===== config.mk =====
export PLATFORM = sky130hd
export DESIGN_NAME = time_keeper_flat
export DESIGN_NICKNAME = d
export VERILOG_FILES = /design/src/rtl/time_keeper_pkg.sv /design/src/rtl/time_keeper_if.sv /design/src/rtl/sec_gen.sv /design/src/rtl/time_keeper.sv /design/src/flat_wrapper.sv
export SDC_FILE = /design/constraint.sdc
export NUM_CORES = 1
export LEC_CHECK = 0
export CORE_UTILIZATION = 35
export CTS_CLUSTER_SIZE = 24
export DETAILED_ROUTE_END_ITERATION = 8
export SLEW_MARGIN = 20
export SYNTH_ARGS = -nofsm -noshare
export SYNTH_HDL_FRONTEND = slang
export SYNTH_SLANG_ARGS = --single-unit

===== constraint.sdc =====
create_clock -name clock -period 2.4 [get_ports clock]
set_clock_uncertainty 0.2 [all_clocks]
set_input_delay 0.6 -clock clock [delete_from_list [all_inputs] [get_ports clock]]
set_output_delay 0.6 -clock clock [all_outputs]
set_load 0.01 [all_outputs]

===== src/rtl/time_keeper_pkg.sv =====
// rtl/time_keeper_pkg.sv - shared constants, BCD time type and digit helpers for time_keeper
package time_keeper_pkg;

    localparam int CLKS_PER_SEC_DEF = 256;
    localparam int SECS_PER_MIN     = 60;

    localparam logic [3:0] MAX_MS_HR       = 4'd2;
    localparam logic [3:0] MAX_LS_HR_AT_20 = 4'd3;
    localparam logic [3:0] MAX_MS_MIN      = 4'd5;
    localparam logic [3:0] MAX_DIGIT       = 4'd9;

    typedef struct packed {
        logic [3:0] ms_hr;
        logic [3:0] ls_hr;
        logic [3:0] ms_min;
        logic [3:0] ls_min;
    } bcd_time_t;

    function automatic logic load_valid(input bcd_time_t t);
        logic ok;
        ok = (t.ms_hr <= MAX_MS_HR) && (t.ls_hr <= MAX_DIGIT) &&
             (t.ms_min <= MAX_MS_MIN) && (t.ls_min <= MAX_DIGIT);
        if (t.ms_hr == MAX_MS_HR && t.ls_hr > MAX_LS_HR_AT_20) begin
            ok = 1'b0;
        end
        return ok;
    endfunction

    // Ripple a one-minute increment through the BCD digits, wrapping 23:59 to 00:00.
    function automatic bcd_time_t advance_minute(input bcd_time_t t);
        bcd_time_t n;
        n = t;
        if (t.ls_min != MAX_DIGIT) begin
            n.ls_min = t.ls_min + 4'd1;
        end else begin
            n.ls_min = 4'd0;
            if (t.ms_min != MAX_MS_MIN) begin
                n.ms_min = t.ms_min + 4'd1;
            end else begin
                n.ms_min = 4'd0;
                if (t.ms_hr == MAX_MS_HR && t.ls_hr == MAX_LS_HR_AT_20) begin
                    n.ms_hr = 4'd0;
                    n.ls_hr = 4'd0;
                end else if (t.ls_hr == MAX_DIGIT) begin
                    n.ls_hr = 4'd0;
                    n.ms_hr = t.ms_hr + 4'd1;
                end else begin
                    n.ls_hr = t.ls_hr + 4'd1;
                end
            end
        end
        return n;
    endfunction

endpackage


===== src/rtl/time_keeper_if.sv =====
// rtl/time_keeper_if.sv - controller-facing signal bundle of time_keeper
interface time_keeper_if;

    logic       reset_count;
    logic       load_new_c;
    logic       fast_watch;
    logic [3:0] new_current_time_ms_hr;
    logic [3:0] new_current_time_ls_hr;
    logic [3:0] new_current_time_ms_min;
    logic [3:0] new_current_time_ls_min;

    logic       one_second;
    logic       one_minute;
    logic [3:0] current_time_ms_hr;
    logic [3:0] current_time_ls_hr;
    logic [3:0] current_time_ms_min;
    logic [3:0] current_time_ls_min;
    logic       load_err;

    modport master (
        output reset_count, load_new_c, fast_watch,
               new_current_time_ms_hr, new_current_time_ls_hr,
               new_current_time_ms_min, new_current_time_ls_min,
        input  one_second, one_minute, load_err,
               current_time_ms_hr, current_time_ls_hr,
               current_time_ms_min, current_time_ls_min
    );

    modport slave (
        input  reset_count, load_new_c, fast_watch,
               new_current_time_ms_hr, new_current_time_ls_hr,
               new_current_time_ms_min, new_current_time_ls_min,
        output one_second, one_minute, load_err,
               current_time_ms_hr, current_time_ls_hr,
               current_time_ms_min, current_time_ls_min
    );

endinterface


===== src/rtl/sec_gen.sv =====
// rtl/sec_gen.sv - prescaler and seconds counter producing one_second / one_minute strobes
module sec_gen
    import time_keeper_pkg::*;
#(
    parameter int CLKS_PER_SEC = CLKS_PER_SEC_DEF
) (
    input  logic i_clk,
    input  logic i_rst,
    input  logic i_reset_count,
    output logic o_one_second,
    output logic o_one_minute
);

    localparam int          CW      = $clog2(CLKS_PER_SEC);
    localparam logic [CW-1:0] CNT_MAX = CW'(CLKS_PER_SEC - 1);
    localparam logic [5:0]  SEC_MAX = 6'(SECS_PER_MIN - 1);

    logic [CW-1:0] r_clk_cnt;
    logic [5:0]    r_sec_cnt;
    logic          w_one_second;

    // Strobes are pure decodes of the counters so they stay glitch-free Moore outputs.
    assign w_one_second = (r_clk_cnt == CNT_MAX);
    assign o_one_second = w_one_second;
    assign o_one_minute = w_one_second && (r_sec_cnt == SEC_MAX);

    always_ff @(posedge i_clk) begin
        if (i_rst || i_reset_count) begin
            r_clk_cnt <= '0;
            r_sec_cnt <= '0;
        end else begin
            r_clk_cnt <= w_one_second ? '0 : r_clk_cnt + 1'b1;
            if (w_one_second) begin
                r_sec_cnt <= (r_sec_cnt == SEC_MAX) ? 6'd0 : r_sec_cnt + 6'd1;
            end
        end
    end

endmodule


===== src/rtl/time_keeper.sv =====
// rtl/time_keeper.sv - HH:MM BCD clock with validated load, fast mode and seconds generator
module time_keeper
    import time_keeper_pkg::*;
#(
    parameter int CLKS_PER_SEC = CLKS_PER_SEC_DEF
) (
    input  logic          clock,
    input  logic          reset,
    time_keeper_if.slave  tk
);

    logic      w_one_second;
    logic      w_one_minute;
    logic      w_min_tick;
    logic      w_load_ok;
    bcd_time_t w_new_time;
    bcd_time_t r_time;
    logic      r_load_err;

    sec_gen #(
        .CLKS_PER_SEC (CLKS_PER_SEC)
    ) u_sec_gen (
        .i_clk         (clock),
        .i_rst         (reset),
        .i_reset_count (tk.reset_count),
        .o_one_second  (w_one_second),
        .o_one_minute  (w_one_minute)
    );

    assign w_new_time = '{ms_hr:  tk.new_current_time_ms_hr,
                          ls_hr:  tk.new_current_time_ls_hr,
                          ms_min: tk.new_current_time_ms_min,
                          ls_min: tk.new_current_time_ls_min};
    assign w_load_ok  = load_valid(w_new_time);
    // A tick seen while the counters are being cleared belongs to the old time base; drop it.
    assign w_min_tick = (tk.fast_watch ? w_one_second : w_one_minute) && !tk.reset_count;

    always_ff @(posedge clock) begin
        if (reset) begin
            r_time     <= '0;
            r_load_err <= 1'b0;
        end else begin
            r_load_err <= 1'b0;
            if (tk.load_new_c) begin
                if (w_load_ok) begin
                    r_time <= w_new_time;
                end else begin
                    r_load_err <= 1'b1;
                end
            end else if (w_min_tick) begin
                r_time <= advance_minute(r_time);
            end
        end
    end

    assign tk.one_second          = w_one_second;
    assign tk.one_minute          = w_one_minute;
    assign tk.load_err            = r_load_err;
    assign tk.current_time_ms_hr  = r_time.ms_hr;
    assign tk.current_time_ls_hr  = r_time.ls_hr;
    assign tk.current_time_ms_min = r_time.ms_min;
    assign tk.current_time_ls_min = r_time.ls_min;

endmodule


===== src/flat_wrapper.sv =====
// flat-port wrapper written by rule: the top's interface ports become plain ports
module time_keeper_flat import time_keeper_pkg::*;
#(
    parameter int CLKS_PER_SEC = CLKS_PER_SEC_DEF
)
  (clock, reset, tk_reset_count, tk_load_new_c, tk_fast_watch, tk_new_current_time_ms_hr, tk_new_current_time_ls_hr, tk_new_current_time_ms_min, tk_new_current_time_ls_min, tk_one_second, tk_one_minute, tk_load_err, tk_current_time_ms_hr, tk_current_time_ls_hr, tk_current_time_ms_min, tk_current_time_ls_min);
  time_keeper_if tk_i ();
  input  logic clock;
  input  logic reset;
  input wire logic [$bits(tk_i.reset_count)-1:0] tk_reset_count;
  input wire logic [$bits(tk_i.load_new_c)-1:0] tk_load_new_c;
  input wire logic [$bits(tk_i.fast_watch)-1:0] tk_fast_watch;
  input wire logic [$bits(tk_i.new_current_time_ms_hr)-1:0] tk_new_current_time_ms_hr;
  input wire logic [$bits(tk_i.new_current_time_ls_hr)-1:0] tk_new_current_time_ls_hr;
  input wire logic [$bits(tk_i.new_current_time_ms_min)-1:0] tk_new_current_time_ms_min;
  input wire logic [$bits(tk_i.new_current_time_ls_min)-1:0] tk_new_current_time_ls_min;
  output wire logic [$bits(tk_i.one_second)-1:0] tk_one_second;
  output wire logic [$bits(tk_i.one_minute)-1:0] tk_one_minute;
  output wire logic [$bits(tk_i.load_err)-1:0] tk_load_err;
  output wire logic [$bits(tk_i.current_time_ms_hr)-1:0] tk_current_time_ms_hr;
  output wire logic [$bits(tk_i.current_time_ls_hr)-1:0] tk_current_time_ls_hr;
  output wire logic [$bits(tk_i.current_time_ms_min)-1:0] tk_current_time_ms_min;
  output wire logic [$bits(tk_i.current_time_ls_min)-1:0] tk_current_time_ls_min;
  assign tk_i.reset_count = tk_reset_count;
  assign tk_i.load_new_c = tk_load_new_c;
  assign tk_i.fast_watch = tk_fast_watch;
  assign tk_i.new_current_time_ms_hr = tk_new_current_time_ms_hr;
  assign tk_i.new_current_time_ls_hr = tk_new_current_time_ls_hr;
  assign tk_i.new_current_time_ms_min = tk_new_current_time_ms_min;
  assign tk_i.new_current_time_ls_min = tk_new_current_time_ls_min;
  assign tk_one_second = tk_i.one_second;
  assign tk_one_minute = tk_i.one_minute;
  assign tk_load_err = tk_i.load_err;
  assign tk_current_time_ms_hr = tk_i.current_time_ms_hr;
  assign tk_current_time_ls_hr = tk_i.current_time_ls_hr;
  assign tk_current_time_ms_min = tk_i.current_time_ms_min;
  assign tk_current_time_ls_min = tk_i.current_time_ls_min;
  time_keeper #(.CLKS_PER_SEC(CLKS_PER_SEC)) u_core (.clock(clock), .reset(reset), .tk(tk_i));
endmodule

Word-level counts from Yosys, hierarchy flattened

Index checks and enable logic that the tools add are counted.

Bits of input ports: 21
Register bits after elaboration: 31
Output and inout bits: 19
Logic and storage cells: 61

Muxes and demuxes: 14
Bitwise gates (word level): 1
Eq/ne operators: 11
Reduce and logical (&&, ||, !) cells: 17
Magnitude comparators: 5
$add $sub $neg: 6

Operator list:

| cell                | count |
|---|---|
| $mux 16             | 3 |
| $add 4x1->4 const B | 4 |
| $mux 4              | 4 |
| $mux 8              | 2 |
| $eq 4x2->1 const B  | 3 |
| $mux 12             | 1 |
| $add 8x1->8 const B | 1 |
| $eq 8x8->1 const B  | 1 |
| $le 4x4->1 const B  | 2 |
| $logic_and 1x1->1   | 7 |
| $add 6x1->6 const B | 1 |
| $eq 6x6->1 const B  | 1 |
| $mux 6              | 1 |
| $reduce_and 5->1    | 1 |
| $eq 4x4->1 const B  | 1 |
| $gt 4x2->1 const B  | 1 |
| $le 4x2->1 const B  | 1 |
| $le 4x3->1 const B  | 1 |
| $ne 2x2->1 const B  | 2 |
| $ne 4x3->1 const B  | 1 |
| $ne 4x4->1 const B  | 1 |
| $reduce_and 4->1    | 1 |
| $reduce_or 2->1     | 2 |
| $mux 1              | 3 |
| other kinds (8)     | 8 |

Longest topological paths before layout

Word-level depth: 7
Depth in mapped cells: 8
Gate-level depth less buffers: 8

Cells and area by module

Synthesis repeated with hierarchy kept, for this count alone.

Cells, all modules: 232
Area, all modules: 1870.5 µm²

Modules (own cells, without submodules):

| module      | instances | seq. area each (µm²) | area an instance (µm²) | cells an instance |
|---|---|---|---|---|
| time_keeper | 1         | 340.3                | 1173.6                 | 154 |
| sec_gen     | 1         | 280.3                | 696.9                  | 78 |

Least setup slack after synthesis

No wires, ideal clock.

Path kind: input to register
Start point: input tk_new_current_time_ms_min[1]
End point: register u_core.r_time, in the netlist u_core.tk.current_time_ms_min[0]
Arrival time: 1948 ps
Data required time: 2068 ps
Setup time: 132 ps
Stages on the path: 7
Slack: 119 ps
Cells stage by stage: a2111oi_2 > nand3_1 > nor2_1 > or2_1 > buf_4 > mux2i_1 > a21oi_1

Longest elaborated chain between the ends: 6

Ends and longest elaborated chain:

| item                              | RTL line              | source |
|---|---|---|
| start, declared                   | flat_wrapper.sv:15    | `input wire logic [$bits(tk_i.new_current_time_ms_min)-1:0] tk_new_current_time_ms_min;` |
| $le 4x3->1                        | time_keeper_pkg.sv:22 | `(t.ms_min <= MAX_MS_MIN) && (t.ls_min <= MAX_DIGIT);` |
| $logic_and 1x1->1                 | time_keeper_pkg.sv:21 | `ok = (t.ms_hr <= MAX_MS_HR) && (t.ls_hr <= MAX_DIGIT) &&` |
| $logic_and 1x1->1                 | time_keeper_pkg.sv:22 |  |
| $mux 1                            | time_keeper_pkg.sv:23 | `if (t.ms_hr == MAX_MS_HR && t.ls_hr > MAX_LS_HR_AT_20) begin` |
| $ne 2x1->1 (no source line)       | --                    |  |
| $reduce_and 3->1 (no source line) | --                    |  |
| end signal, assigned              | time_keeper.sv:46     | `r_time <= w_new_time;` |
| end signal, assigned              | time_keeper.sv:51     | `r_time <= advance_minute(r_time);` |
| end, declared                     | time_keeper.sv:17     | `bcd_time_t r_time;` |

No other way between the ends.
A chain may end at the register's enable or synchronous reset.

Worst setup path after layout

Start point: input tk_load_new_c
End point: register u_core.r_time, in the netlist u_core.tk.current_time_ms_hr[0]

Longest elaborated chain between the ends: 2
Elaborated cells on any way between the ends: 7

Ends and longest elaborated chain:

| item                                                | RTL line           | source |
|---|---|---|
| start, declared                                     | flat_wrapper.sv:11 | `input wire logic [$bits(tk_i.load_new_c)-1:0] tk_load_new_c;` |
| $ne 2x2->1 (no source line) (tied with other cells) | --                 |  |
| $reduce_and 5->1 (no source line)                   | --                 |  |

Parallel ways exist; a longest one is shown, timed or not.

==> flow_summary.html <==
<table>
<tr><th>Metric</th><th>Value</th></tr>
<tr><th colspan="2">Floorplanning</th></tr>
<tr><td>Floorplan die height</td><td>between 70 and 80 µm</td></tr>
<tr><td>Starting utilization of the core area</td><td>0.3661</td></tr>
<tr><td>CORE AREA</td><td>0.004723 mm²</td></tr>
<tr><td>Overall die width</td><td>72.29 µm</td></tr>
<tr><td>Top-level port count</td><td>40</td></tr>
<tr><td>Die Footprint</td><td>about 0.0052 mm²</td></tr>
<tr><td>Count of standard-cell rows</td><td>25</td></tr>
<tr><th colspan="2">STA</th></tr>
<tr><td>Highest attainable clock frequency</td><td>430.5 MHz</td></tr>
<tr><td>Count of final max-slew check failures</td><td>0</td></tr>
<tr><td>Worst Tran Pin Value</td><td>0.5523 ns</td></tr>
<tr><td>Total setup violations reported at the end of the flow</td><td>0</td></tr>
<tr><td>Hold Vio Cnt, Final</td><td>0</td></tr>
<tr><td>Part of the cycle the worst path needs</td><td>0.9679</td></tr>
<tr><td>Slew margin rel.</td><td>0.6279</td></tr>
<tr><td>Final Critical Period</td><td>2.323 ns</td></tr>
<tr><th colspan="2">Route</th></tr>
<tr><td>Pre-Repair DR Iteration Count</td><td>4</td></tr>
<tr><td>Per-cell routed wire length</td><td>11.87 µm</td></tr>
<tr><td>Routed Wire Length</td><td>4.132 mm</td></tr>
<tr><td>Detailed Route Iter0 Violations</td><td>32</td></tr>
<tr><td>Vias post-DR</td><td>1,676</td></tr>
<tr><td>Residual DRC count</td><td>0</td></tr>
<tr><td>Ratio of routed vias to standard cells</td><td>4.816</td></tr>
<tr><td>Post-detailed-route count of antenna-violating nets</td><td>0</td></tr>
<tr><th colspan="2">Placement</th></tr>
<tr><td>Half-perimeter wire length after detailed placement</td><td>2.997 mm</td></tr>
<tr><td>Port Buffer Count</td><td>39</td></tr>
<tr><td>Placed Cells</td><td>338</td></tr>
<tr><td>Final Wtd Congestion</td><td>0.7780</td></tr>
<tr><th colspan="2">Synth</th></tr>
<tr><td>Share of synthesized registers carrying an async set or reset</td><td>0</td></tr>
<tr><td>Mean instance size in the synthesized netlist</td><td>a little over 8 µm²</td></tr>
<tr><td>Number of flops mapped to enable cells by yosys</td><td>0</td></tr>
<tr><td>Number of distinct standard cells referenced by the synthesized netlist</td><td>46</td></tr>
<tr><td>Post-Syn Instances</td><td>210</td></tr>
<tr><td>Share of the yosys chip area belonging to registers</td><td>0.3589</td></tr>
<tr><td>Flip-flop and latch count after synthesis</td><td>31</td></tr>
<tr><td>Cell area after synthesis</td><td>~0.0017 mm²</td></tr>
<tr><td>Synth warn</td><td>0</td></tr>
<tr><td>Net count of the mapped netlist</td><td>237</td></tr>
<tr><td>Dominant register cell in the synthesized netlist</td><td>sky130_fd_sc_hd__dfxtp_1</td></tr>
<tr><th colspan="2">Power and ir drop</th></tr>
<tr><td>Power per cell area</td><td>459.4 mW/mm²</td></tr>
<tr><td>Power after layout</td><td>1.172 mW</td></tr>
<tr><td>VDD IR max</td><td>around 0.00015 V</td></tr>
<tr><td>P_leak</td><td>0.9763 nW</td></tr>
<tr><th colspan="2">Clock network</th></tr>
<tr><td>Max clock buf depth</td><td>2</td></tr>
<tr><td>Clock Sink Count</td><td>31</td></tr>
<tr><td>Clock root buffer master</td><td>sky130_fd_sc_hd__clkbuf_8</td></tr>
<tr><td>CTS tree</td><td>built</td></tr>
<tr><td>Maximum level of the CTS H-tree</td><td>2</td></tr>
<tr><td>CTS buffer count</td><td>5</td></tr>
<tr><td>Hold buffer count at CTS</td><td>0</td></tr>
<tr><td>Clk slew on worst S/H paths</td><td>0.07 ns</td></tr>
<tr><td>Worst skew pair latency</td><td>0.28 ns</td></tr>
<tr><th colspan="2">Run status</th></tr>
<tr><td>Status</td><td>finished clean</td></tr>
<tr><th colspan="2">Critical path</th></tr>
<tr><td>Top fanout value on the critical path</td><td>7</td></tr>
<tr><td>Arr. time, crit path</td><td>2.29 ns</td></tr>
<tr><td>Launching element type of the critical path</td><td>input port</td></tr>
<tr><td>Type of element capturing the critical path</td><td>flip-flop</td></tr>
<tr><td>Worst EP required</td><td>between 2 and 2.5 ns</td></tr>
<tr><td>Path type of the worst setup path</td><td>in2reg</td></tr>
<tr><th colspan="2">Finish</th></tr>
<tr><td>Layout cells sized above 1</td><td>0.1851</td></tr>
<tr><td>Final std cells w/o fill</td><td>348</td></tr>
<tr><td>Number of nets at the end of the flow</td><td>307</td></tr>
<tr><td>Most common cell after layout, fill and taps aside</td><td>sky130_fd_sc_hd__clkdlybuf4s50_1</td></tr>
<tr><td>Layout Area Growth over Synthesis</td><td>47.47%</td></tr>
<tr><td>Commonest non-fill, non-tap cells in the layout</td><td>sky130_fd_sc_hd__clkdlybuf4s50_1, sky130_fd_sc_hd__buf_4, sky130_fd_sc_hd__dfxtp_1, sky130_fd_sc_hd__nor2_1, sky130_fd_sc_hd__nand2_1</td></tr>
<tr><td>Ant. Diodes</td><td>0</td></tr>
<tr><th colspan="2">Global route</th></tr>
<tr><td>Antenna violations before repair</td><td>0</td></tr>
<tr><td>Maximum number of pins on one net before global-route repair</td><td>33</td></tr>
<tr><td>Global router's overall resource usage</td><td>0.1717</td></tr>
<tr><td>Number of global-route vias before repair</td><td>1,531</td></tr>
<tr><td>Global-route wire length before repair</td><td>6.941 mm</td></tr>
<tr><td>Sum of overflow across all layers after global routing</td><td>0</td></tr>
<tr><th colspan="2">Job</th></tr>
<tr><td>Number of max-capacitance violations reported</td><td>0</td></tr>
<tr><th colspan="2">Min path</th></tr>
<tr><td>Type of the tightest min-delay check</td><td>reg2reg</td></tr>
</table>
layout make-up:
type	count	area [µm²]
fill	456	2173
multi-input combinational	165	1085
sequential	31	620.6
timing repair buffer	70	616.8
tap	67	83.83
clock buffer	6	82.58
clock inverter	2	35.03
inverter	7	26.28
power breakdown:
group,internal (mW),switching [mW]
logic,0.0654,0.0532
registers,0.518,0.00341
clock network,0.336,0.195
metal layers:
layer | global-route usage | share of wire | routed length (µm) | vias up
met5 | 0 | 0 | 0 | -
met4 | 0.08932 | 0.022 | 92 | 0
met3 | 0.03750 | 0.033 | 136 | 10
met2 | 0.2451 | 0.44 | 1838 | 34
met1 | 0.2414 | 0.50 | 2064 | 749
li1 | - | - | - | 883
registers in the layout (all words and copies together) (netlist names):
register / cells
u_core.tk.current_time_ls_hr: 4
u_core.tk.current_time_ls_min: 4
u_core.tk.current_time_ms_hr: 4
u_core.tk.current_time_ms_min: 4
u_core.tk.load_err: 1
u_core.u_sec_gen.r_clk_cnt: 8
u_core.u_sec_gen.r_sec_cnt: 6
cells in the mapped netlist, drive strengths merged, types with 2 or more instances:
cell / n / area share
a211oi: 4 / 0.017
a21o: 2 / 0.0087
a21oi: 17 / 0.051
a22oi: 3 / 0.013
and3: 2 / 0.0080
buf: 2 / 0.0072
clkbuf: 5 / 0.011
dfxtp: 31 / 0.36
ha: 6 / 0.043
inv: 7 / 0.015
mux2i: 8 / 0.046
nand2: 17 / 0.037
nand2b: 2 / 0.0072
nand3: 9 / 0.026
nand4: 3 / 0.014
nor2: 30 / 0.065
nor2b: 4 / 0.014
nor3: 7 / 0.020
nor3b: 2 / 0.0087
nor4b: 2 / 0.010
o21ai: 15 / 0.043
or2: 5 / 0.018
or3: 3 / 0.014
xnor2: 4 / 0.020
xor2: 6 / 0.030
worst paths after layout:
| kind | start | cells after the start | slack, ns | end |
|---|---|---|---|---|
| hold reg to reg | u_core.u_sec_gen.r_sec_cnt[5]$_SDFFE_PP0N_ | 2 | 0.30 | u_core.u_sec_gen.r_sec_cnt[5]$_SDFFE_PP0N_ |
| hold / removal | u_core.u_sec_gen.r_sec_cnt[5]$_SDFFE_PP0N_ | 2 | 0.30 | u_core.u_sec_gen.r_sec_cnt[5]$_SDFFE_PP0N_ |
| setup reg to reg | u_core.tk.current_time_ms_hr[1]$_SDFFE_PP0P_ | 7 | 0.20 | u_core.tk.current_time_ms_hr[0]$_SDFFE_PP0P_ |
| setup / recovery | tk_load_new_c | 7 | 0.08 | u_core.tk.current_time_ms_hr[0]$_SDFFE_PP0P_ |
through the flow:
step	worst slack [ns]	util	instance area [µm²]	setup TNS, ns	hold slack, ns
finish	0.07711	0.5399	2550	0	0.3007
global route	-0.01595	0.5399	2550	-0.01595	0.3471
CTS	0.001714	0.5338	2521	0	0.2986
detailed placement	-0.3504	0.5060	2390	-4.168	0.2879
global placement	-0.2982	0.5060	2390	-3.897	0.2782
floorplan	0.1191	-	1729	0	0.2175
cells by family (layout without fill, tap and decap cells):
group | count (synthesis) | in the layout | share of synthesized area
flops | 31 | 31 | 0.3589
xor+xnor | 10 | 10 | 0.05065
simple gates | 89 | 89 | 0.2648
fa+ha+maj | 6 | 6 | 0.04341
compound gates | 52 | 52 | 0.2026
buf+inv | 14 | 85 | 0.03329
mux | 8 | 8 | 0.04631
critical path: stages:
cell	delay, ns
sky130_fd_sc_hd__clkdlybuf4s50_1	0.43
sky130_fd_sc_hd__or3_4	0.35
sky130_fd_sc_hd__nor4_4	0.26
sky130_fd_sc_hd__buf_4	0.19
sky130_fd_sc_hd__a31oi_4	0.13
sky130_fd_sc_hd__a211oi_1	0.25
sky130_fd_sc_hd__a211oi_1	0.07
timing repair:
action | in CTS | in global routing
buffers inserted | 2 | 0
pin swaps | 1 | 8
endpoints found under the setup margin | 9 | 16
gates resized for setup | 4 | 9
(Power assumes the default switching activity.)
